--- config.mk ---
export PLATFORM = sky130hd
export DESIGN_NAME = fb_arbiter
export DESIGN_NICKNAME = d
export VERILOG_FILES = /design/src/rtl/fb_arbiter.sv
export SDC_FILE = /design/constraint.sdc
export NUM_CORES = 1
export LEC_CHECK = 0
export ABC_AREA = 1
export CAP_MARGIN = 10
export CORE_AREA = 2 2 72 74
export DETAILED_ROUTE_END_ITERATION = 7
export DIE_AREA = 0 0 74 76
export HOLD_SLACK_MARGIN = 0.06
export PLACE_DENSITY = 0.83
export SLEW_MARGIN = 40
export SYNTH_ARGS = -nofsm -noshare
export SYNTH_HDL_FRONTEND = slang
export SYNTH_SLANG_ARGS = --single-unit
--- constraint.sdc ---
create_clock -name clock -period 2.7 [get_ports clock]
set_input_delay 0.27 -clock clock [delete_from_list [all_inputs] [get_ports clock]]
set_output_delay 0.27 -clock clock [all_outputs]
set_load 0.02 [all_outputs]
--- src/rtl/fb_arbiter.sv ---
// fb_arbiter -- shares one single-port, synchronous-read framebuffer RAM
// between two display read ports (VGA, LCD) and one renderer write port.
// Reads beat writes. VGA and LCD alternate when both are waiting. Read data
// returns to the granted port exactly three cycles after the grant decision.
// Compile-time option FB_ARB_STARVE_GUARD_EN: when defined, a writer that has
// waited STARVE_LIMIT cycles wins the next decision over reads. When it is
// undefined the writer only gets the RAM when no read is eligible.
module fb_arbiter #(
    parameter int ADDR_W       = 19,
    parameter int DATA_W       = 4,
    parameter int STARVE_LIMIT = 15
) (
    input  logic              clock,
    input  logic              reset_n,
    input  logic              vga_req,
    input  logic [ADDR_W-1:0] vga_addr,
    output logic              vga_gnt,
    output logic [DATA_W-1:0] vga_rdata,
    output logic              vga_rvalid,
    input  logic              lcd_req,
    input  logic [ADDR_W-1:0] lcd_addr,
    output logic              lcd_gnt,
    output logic [DATA_W-1:0] lcd_rdata,
    output logic              lcd_rvalid,
    input  logic              wr_req,
    input  logic [ADDR_W-1:0] wr_addr,
    input  logic [DATA_W-1:0] wr_data,
    output logic              wr_gnt,
    output logic [ADDR_W-1:0] ram_addr,
    output logic              ram_we,
    output logic [DATA_W-1:0] ram_wdata,
    input  logic [DATA_W-1:0] ram_rdata
);

    typedef enum logic {
        SRC_VGA = 1'b0,
        SRC_LCD = 1'b1
    } rd_src_e;

    if (STARVE_LIMIT < 1) begin : g_bad_starve_limit
        $error("fb_arbiter: STARVE_LIMIT must be at least 1");
    end

    logic              vga_gnt_q, vga_gnt_d;
    logic              lcd_gnt_q, lcd_gnt_d;
    logic              wr_gnt_q, wr_gnt_d;
    logic              ram_we_q;
    logic [ADDR_W-1:0] ram_addr_q, ram_addr_d;
    logic [DATA_W-1:0] ram_wdata_q, ram_wdata_d;
    rd_src_e           last_rd_q, last_rd_d;
    logic              rd_vld1_q, rd_vld2_q;
    rd_src_e           rd_src1_q, rd_src1_d, rd_src2_q;
    logic              vga_rvalid_q, vga_rvalid_d;
    logic              lcd_rvalid_q, lcd_rvalid_d;
    logic [DATA_W-1:0] vga_rdata_q, vga_rdata_d;
    logic [DATA_W-1:0] lcd_rdata_q, lcd_rdata_d;
    logic              vga_elig, lcd_elig, wr_elig, starve_hit;

    // A requester whose grant pulse is showing this cycle is still holding its
    // request line; it must not be granted a second time for the same request.
    assign vga_elig = vga_req && !vga_gnt_q;
    assign lcd_elig = lcd_req && !lcd_gnt_q;
    assign wr_elig  = wr_req  && !wr_gnt_q;

    // Grant decision: starved writer first, then reads round-robin, then writer.
    always_comb begin
        // NOTE: every signal written here gets a default first; a path that left
        // one unassigned would infer a latch.
        vga_gnt_d = 1'b0;
        lcd_gnt_d = 1'b0;
        wr_gnt_d  = 1'b0;
        if (wr_elig && starve_hit) begin
            wr_gnt_d = 1'b1;
        end else if (vga_elig && lcd_elig) begin
            if (last_rd_q == SRC_VGA) lcd_gnt_d = 1'b1;
            else                      vga_gnt_d = 1'b1;
        end else if (vga_elig) begin
            vga_gnt_d = 1'b1;
        end else if (lcd_elig) begin
            lcd_gnt_d = 1'b1;
        end else if (wr_elig) begin
            wr_gnt_d = 1'b1;
        end
    end

    // RAM command for the winner; idle cycles keep the last address and data.
    always_comb begin
        ram_addr_d  = ram_addr_q;
        ram_wdata_d = ram_wdata_q;
        last_rd_d   = last_rd_q;
        if (wr_gnt_d) begin
            ram_addr_d  = wr_addr;
            ram_wdata_d = wr_data;
        end else if (vga_gnt_d) begin
            ram_addr_d = vga_addr;
            last_rd_d  = SRC_VGA;
        end else if (lcd_gnt_d) begin
            ram_addr_d = lcd_addr;
            last_rd_d  = SRC_LCD;
        end
    end

    assign rd_src1_d = lcd_gnt_d ? SRC_LCD : SRC_VGA;

    // Read return: steer RAM data to the tagged requester, hold it otherwise.
    always_comb begin
        vga_rvalid_d = rd_vld2_q && (rd_src2_q == SRC_VGA);
        lcd_rvalid_d = rd_vld2_q && (rd_src2_q == SRC_LCD);
        vga_rdata_d  = vga_rvalid_d ? ram_rdata : vga_rdata_q;
        lcd_rdata_d  = lcd_rvalid_d ? ram_rdata : lcd_rdata_q;
    end

    // Grant, RAM command and read-tag pipeline registers. Clearing the tag
    // pipeline on reset drops any read that was in flight.
    always_ff @(posedge clock or negedge reset_n) begin
        if (!reset_n) begin
            vga_gnt_q    <= 1'b0;
            lcd_gnt_q    <= 1'b0;
            wr_gnt_q     <= 1'b0;
            ram_we_q     <= 1'b0;
            ram_addr_q   <= '0;
            ram_wdata_q  <= '0;
            last_rd_q    <= SRC_LCD;
            rd_vld1_q    <= 1'b0;
            rd_vld2_q    <= 1'b0;
            rd_src1_q    <= SRC_VGA;
            rd_src2_q    <= SRC_VGA;
            vga_rvalid_q <= 1'b0;
            lcd_rvalid_q <= 1'b0;
            vga_rdata_q  <= '0;
            lcd_rdata_q  <= '0;
        end else begin
            // NOTE: non-blocking assignments make every register sample the
            // pre-edge values, independent of statement order.
            vga_gnt_q    <= vga_gnt_d;
            lcd_gnt_q    <= lcd_gnt_d;
            wr_gnt_q     <= wr_gnt_d;
            ram_we_q     <= wr_gnt_d;
            ram_addr_q   <= ram_addr_d;
            ram_wdata_q  <= ram_wdata_d;
            last_rd_q    <= last_rd_d;
            rd_vld1_q    <= vga_gnt_d || lcd_gnt_d;
            rd_src1_q    <= rd_src1_d;
            rd_vld2_q    <= rd_vld1_q;
            rd_src2_q    <= rd_src1_q;
            vga_rvalid_q <= vga_rvalid_d;
            lcd_rvalid_q <= lcd_rvalid_d;
            vga_rdata_q  <= vga_rdata_d;
            lcd_rdata_q  <= lcd_rdata_d;
        end
    end

`ifdef FB_ARB_STARVE_GUARD_EN
    localparam int STARVE_W = (STARVE_LIMIT < 1) ? 1 : $clog2(STARVE_LIMIT + 1);

    logic [STARVE_W-1:0] starve_q, starve_d;

    assign starve_hit = (starve_q == STARVE_W'(STARVE_LIMIT));

    // Count cycles the writer waits; saturate, clear on grant or dropped request.
    always_comb begin
        starve_d = starve_q;
        if (!wr_req || wr_gnt_d || wr_gnt_q) begin
            starve_d = '0;
        end else if (!starve_hit) begin
            starve_d = starve_q + STARVE_W'(1);
        end
    end

    // Starvation counter register.
    always_ff @(posedge clock or negedge reset_n) begin
        if (!reset_n) starve_q <= '0;
        else          starve_q <= starve_d;
    end
`else
    assign starve_hit = 1'b0;
`endif

    assign vga_gnt    = vga_gnt_q;
    assign lcd_gnt    = lcd_gnt_q;
    assign wr_gnt     = wr_gnt_q;
    assign ram_we     = ram_we_q;
    assign ram_addr   = ram_addr_q;
    assign ram_wdata  = ram_wdata_q;
    assign vga_rvalid = vga_rvalid_q;
    assign lcd_rvalid = lcd_rvalid_q;
    assign vga_rdata  = vga_rdata_q;
    assign lcd_rdata  = lcd_rdata_q;

endmodule

==> run metrics, run 1 <==
Crit. path cell count 8; crit-path most repeated cell nand2_1; Seq cells post-synth 40; number of instances resized during post-cts repair 0; initial DRC count 106; EDFF count, synth 0; FILL cells 424; Reg2Reg Setup Slack 0.89 ns; critical path's slowest cell clkdlybuf4s50_1; post-route setup TNS 0 ns; clk buf depth 2; Crit path buffers/inverters 2; initial core utilization 40.0%; Worst Tran Pin Value 0.659 ns; Avg WL per Cell 12.0 um; synthesis-to-layout area growth 61.0%; Synth top area share 49.7%; clock slew at reported path FFs 0.08 ns; Site Rows 26; LEAKAGE 1.53 nW; mapped cell area 1960 sq um; min cycle time layout 1.85 ns; startpoint class of the critical path input port; # IOs 107; clock latency on the worst-skew pair 0.28 ns; die width 74 um; Cell Chain, Critical Path clkdlybuf4s50_1 > nand2_4 > inv_2 > nand2_1 > nand2_1 > nand3_1 > nand2_1 > nand2_1; Final nets 434; Final ANT Viol Nets 0; final WL 5220 um; first-pass GRT wire length 8770 um; post-CTS setup buffer count 0; Seq/Total Area, Yosys 51.1%; slew margin rel. 56.0%; RSZ-0062 raised after global routing false; Worst VDD drop 0.492 mV; min-delay src rd_vld1_q; Die Y 76 um; most common cell in the netlist nand2_1; vias after detailed routing 1978; total track usage 19.4%; Via-to-Cell Ratio 4.55; CP max FO 21; max_cap viols 0; Highest Clock Rate 0.540 GHz; status finished clean; Arr. time, crit path 2.04 ns; Reg-to-Reg End ram_addr[8]; Synth Area per Inst 7.49 sq um; Async SR Flop Fraction 100%; final setup fails 0; commonest cells in the netlist nand2_1, dfrtp_1, nand3_1, nor2_1, inv_1; Clock Skew 0.00394 ns; area of the die 5620 sq um; drt pass-1 iters 4; CP Capture Type flop; GPL Wtd Cong 0.765; Final Max Slew Viols 0; max incr delay on CP 0.50 ns; critical path class in -> reg; R2R Path Start vga_gnt; core area 4910 sq um; Final Hold Viols 0; largest cells by area after synthesis dfrtp_1, nand2_1, nand3_1; WHS Endpoint rd_vld2_q; post-synthesis cell type count 16; Clock H-tree levels 2; class of the worst hold path reg -> reg; area leader, netlist dfrtp_1; CTS tree yes; CP delay by family, top simple AND/OR/NAND/NOR gates; Primary FF master, synth dfrtp_1; Synth Warn # 0; total grt overflow 0; cell count after synthesis 262; Antenna diodes 0; dpl hpwl 3890 um; WP data required 2.88 ns; pwr dens 708 nW/um^2; CTS Sinks 40; FF-to-FF path depth 8; Port Buffers 106; CTS root buffer clkbuf_8; Tcrit/Tclk final 68.6%; Hold WS 0.353 ns; syn nets 332; initial antenna violation count 0; share of layout cells above drive strength 1 6.03%; vias in the first global route 2002; # DRC 0; largest net degree at the start of global routing 41; Hold Buf Count CTS 1; hold path depth 0; CTS Buf Count 5
[area by class of cell]
cell class	count	area (sq um)	share of cell area (%)
timing repair buffer	110	1090	34.5
clock buffer	5	68.8	2.18
inverter	15	56.3	1.78
sequential	40	1000	31.7
multi-input combinational	192	808	25.6
tap	70	87.6	2.77
clock inverter	3	46.3	1.46
[kinds of logic after synthesis]
logic type             Yosys count  share of synthesized area, %
and+or+nand+nor                182                          38.5
buffers and inverters           30                          7.78
AOI/OAI and AO/OA               10                          2.68
DFF                             40                          51.1
[report_power, final]
group,internal (mW),leakage (nW),switching (mW)
sequential,0.751,0.490,0.0842
clock,0.278,0.0548,0.211
combinational,0.434,0.982,0.480
total,1.46,1.53,0.775
[cell usage in the layout (no fill, tap or decap), drive strengths merged]
cell type	instances
dfrtp	39
dfstp	1
nand3	40
clkinvlp	1
nand2	101
bufinv	1
nor2	41
o21ai	9
clkbuf	5
clkdlybuf4s50	105
o21bai	1
inv	16
dlygate4sd3	1
buf	4
[routing by layer]
metal / up-vias / share of wire (%) / GRT usage, % / wire, um
li1: 1014 / - / - / -
met1: 892 / 43 / 24.1 / 2230
met2: 68 / 51 / 34.1 / 2640
met3: 4 / 6.1 / 3.57 / 317
met4: 0 / 0.56 / 4.73 / 29
met5: - / 0 / 0 / 0
[flip-flops by register name (all words and copies together), names as in the netlist]
name	count
lcd_rdata	4
ram_addr	19
ram_we	1
lcd_gnt	1
vga_rdata	4
rd_vld2_q	1
vga_gnt	1
rd_vld1_q	1
rd_src2_q	1
vga_rvalid	1
lcd_rvalid	1
ram_wdata	4
last_rd_q	1
[metrics by stage]
step	total power [mW]	util [%]	instance area [sq um]	setup WS, ns	cells
global placement	1.74	61.7	3030	0.615	426
detailed placement	1.77	61.8	3040	0.551	426
CTS	2.27	64.3	3160	0.862	435
global route	2.39	64.3	3160	0.654	435
finish	2.24	64.3	3160	0.848	435
floorplan	1.31	-	1960	1.44	262
[worst reg2reg max path: cells and delay by family (launching register included)]
| family | cells | cell delay [ns] |
|---|---|---|
| buffers and inverters | 2 | 0.35 |
| DFF | 1 | 0.40 |
| and+or+nand+nor | 6 | 0.96 |
[worst max path at each step]
stage             from  slack [ns]      endpoint
2_1_floorplan  lcd_gnt        1.44  ram_addr[16]
3_3_place_gp   vga_req        0.61   ram_addr[6]
3_5_place_dp   vga_req        0.55   ram_addr[8]
4_1_cts        vga_req        0.86   ram_addr[8]
5_1_grt        vga_req        0.65  ram_addr[17]
6_report       vga_req        0.85   ram_addr[8]
Note: power is estimated with default switching activity, not from simulation.
==> run 2: changes to the inputs <==
CORE_AREA = 2 2 74 76   (was 2 2 72 74)
DIE_AREA = 0 0 76 78   (was 0 0 74 76)
PLACE_DENSITY = 0.79   (was 0.83)
clock period = 1.78 ns   (was 2.7 ns; I/O delays follow)
==> run 2 against run 1 <==
Utilization fell by 1.2 points. First-iteration DRC count fell by 6.6%. Critical path depth fell by 7. Worst hold slack improved by 0.0049 ns. Largest power group unchanged. Highest routed layer unchanged.
==> run metrics, run 2 (synthesis gave the netlist of run 1 again) <==
status finished clean; dpl ws 0.181 ns (-0.370 ns); vias after detailed routing 2026 (+2.4%); clock slew at reported path FFs 0.08 ns (about the same); critical path class reg -> out; Post-Place Cell Area 3090 sq um (+1.8%); clk buf depth 2 (unchanged); Cell Chain, Critical Path clkdlybuf4s50_1; Highest Clock Rate 0.678 GHz; fin util 63.1% (-1.2 points); # DRC 0 (unchanged); initial DRC count 99 (-6.6%); Die Y 78 um (+2.6%); # IOs 107 (unchanged); critical path's slowest cell clkdlybuf4s50_1; leading cell type in the layout, fill and taps excluded clkdlybuf4s50_1; register area 1000 sq um (unchanged); area of the die 5930 sq um (+5.4%); CTS Buf Count 5 (unchanged); startpoint class of the critical path flop; total track usage 19.0% (-0.38 points); first-pass GRT wire length 9260 um (+5.6%); pwr dens 1020 nW/um^2 (+44%); max incr delay on CP 0.63 ns (+0.13 ns); Multi-input gate area 808 sq um (unchanged); initial core utilization 38.9% (-1.0 points); initial antenna violation count 0 (unchanged); RSZ-0062 raised after global routing false; Port Buffers 106 (unchanged); FILL cells 475 (+12%); Worst VDD drop 0.490 mV (-0.41%); dpl hpwl 3970 um (+2.0%); CTS Sinks 40 (unchanged); max reg flops 19 (unchanged); Site Rows 26 (unchanged); Reg2Reg Setup Slack 0.44 ns (-0.45 ns); Final Hold Viols 0 (unchanged); Clock H-tree levels 2 (unchanged); Final ANT Viol Nets 0 (unchanged); final WL 5400 um (+3.5%); PnR worst setup slack 0.304 ns (-0.544 ns); largest net degree at the start of global routing 41 (unchanged); Arr. time, crit path 1.30 ns (-0.74 ns); Antenna diodes 0 (unchanged); WP data required 1.60 ns (-1.28 ns); Clock Skew 0.00531 ns (+0.00137 ns); CP Capture Type output port; number of instances resized during post-cts repair 0 (unchanged); core area 5040 sq um (+2.6%); Via-to-Cell Ratio 4.60 (+1.3%); Tcrit/Tclk final 82.9%; synthesis-to-layout area growth 62.1%; fin area 3180 sq um (+0.67%); LEAKAGE 1.54 nW (+0.99%); Crit path buffers/inverters 1 (-1); Final nets 440 (+1.4%); post-CTS setup buffer count 0 (unchanged); Hold Buf Count CTS 1 (unchanged); min cycle time layout 1.48 ns; share of layout cells above drive strength 1 7.30% (+1.3 points); total grt overflow 0 (unchanged); CTS root buffer clkbuf_8; die width 76 um (+2.7%); Avg WL per Cell 12.3 um (+2.4%); CTS tree yes; slew margin rel. 67.0% (+11 points); GPL Wtd Cong 0.837 (+9.4%); drt pass-1 iters 4 (unchanged); clock latency on the worst-skew pair 0.28 ns (about the same); CP delay by family, top buffers and inverters; Final Max Slew Viols 0 (unchanged); Worst Tran Pin Value 0.495 ns (-0.163 ns); max_cap viols 0 (unchanged); final setup fails 0 (unchanged); most frequent cells in the layout clkdlybuf4s50_1, nand2_1, nand3_1, nor2_1, dfrtp_1; post-route setup TNS 0 ns (unchanged); vias in the first global route 2006 (+0.20%); class of the worst hold path reg -> reg; CP max FO 3 (-86%)
==> run 2: report_power, final <==
part | total (mW) | switching [mW] | internal [mW]
Clock | 0.564 | 0.298 | 0.265
Sequential | 1.26 | 0.124 | 1.14
Combinational | 1.42 | 0.734 | 0.684
Total | 3.25 | 1.16 | 2.09
==> run 2: metrics by stage <==
stage | power, mW | hold WS, ns | std cells
floorplan | 1.99 | -0.118 | 262
global placement | 2.68 | 0.269 | 432
detailed placement | 2.70 | 0.280 | 432
CTS | 3.28 | 0.361 | 440
global route | 3.46 | 0.364 | 440
finish | 3.25 | 0.358 | 440
==> run 2: routing by layer <==
layer	track usage (%)	wire [um]
met1	24.4	2360
met2	33.1	2670
met3	4.07	360
met4	4.18	14
met5	0	0
==> run 2: final cells by class <==
| class | count | area share (%) |
|---|---|---|
| clock buffer | 5 | 2.16 |
| multi-input combinational | 192 | 25.4 |
| inverter | 15 | 1.77 |
| clock inverter | 2 | 0.393 |
| timing repair buffer | 116 | 36.0 |
| tap | 70 | 2.75 |
| sequential | 40 | 31.5 |
==> run 2: path summary, 6_finish.rpt <==
path | startpoint | to | depth (start not counted)
worst max-delay path | ram_we | ram_we | 1
worst min-delay path | rd_vld1_q | rd_vld2_q | 0
worst max register to register | lcd_gnt | ram_addr[2] | 8
worst min register to register | rd_vld1_q | rd_vld2_q | 0
max in group asynchronous | reset_n | last_rd_q | 3
min in group asynchronous | reset_n | vga_rdata[0] | 3
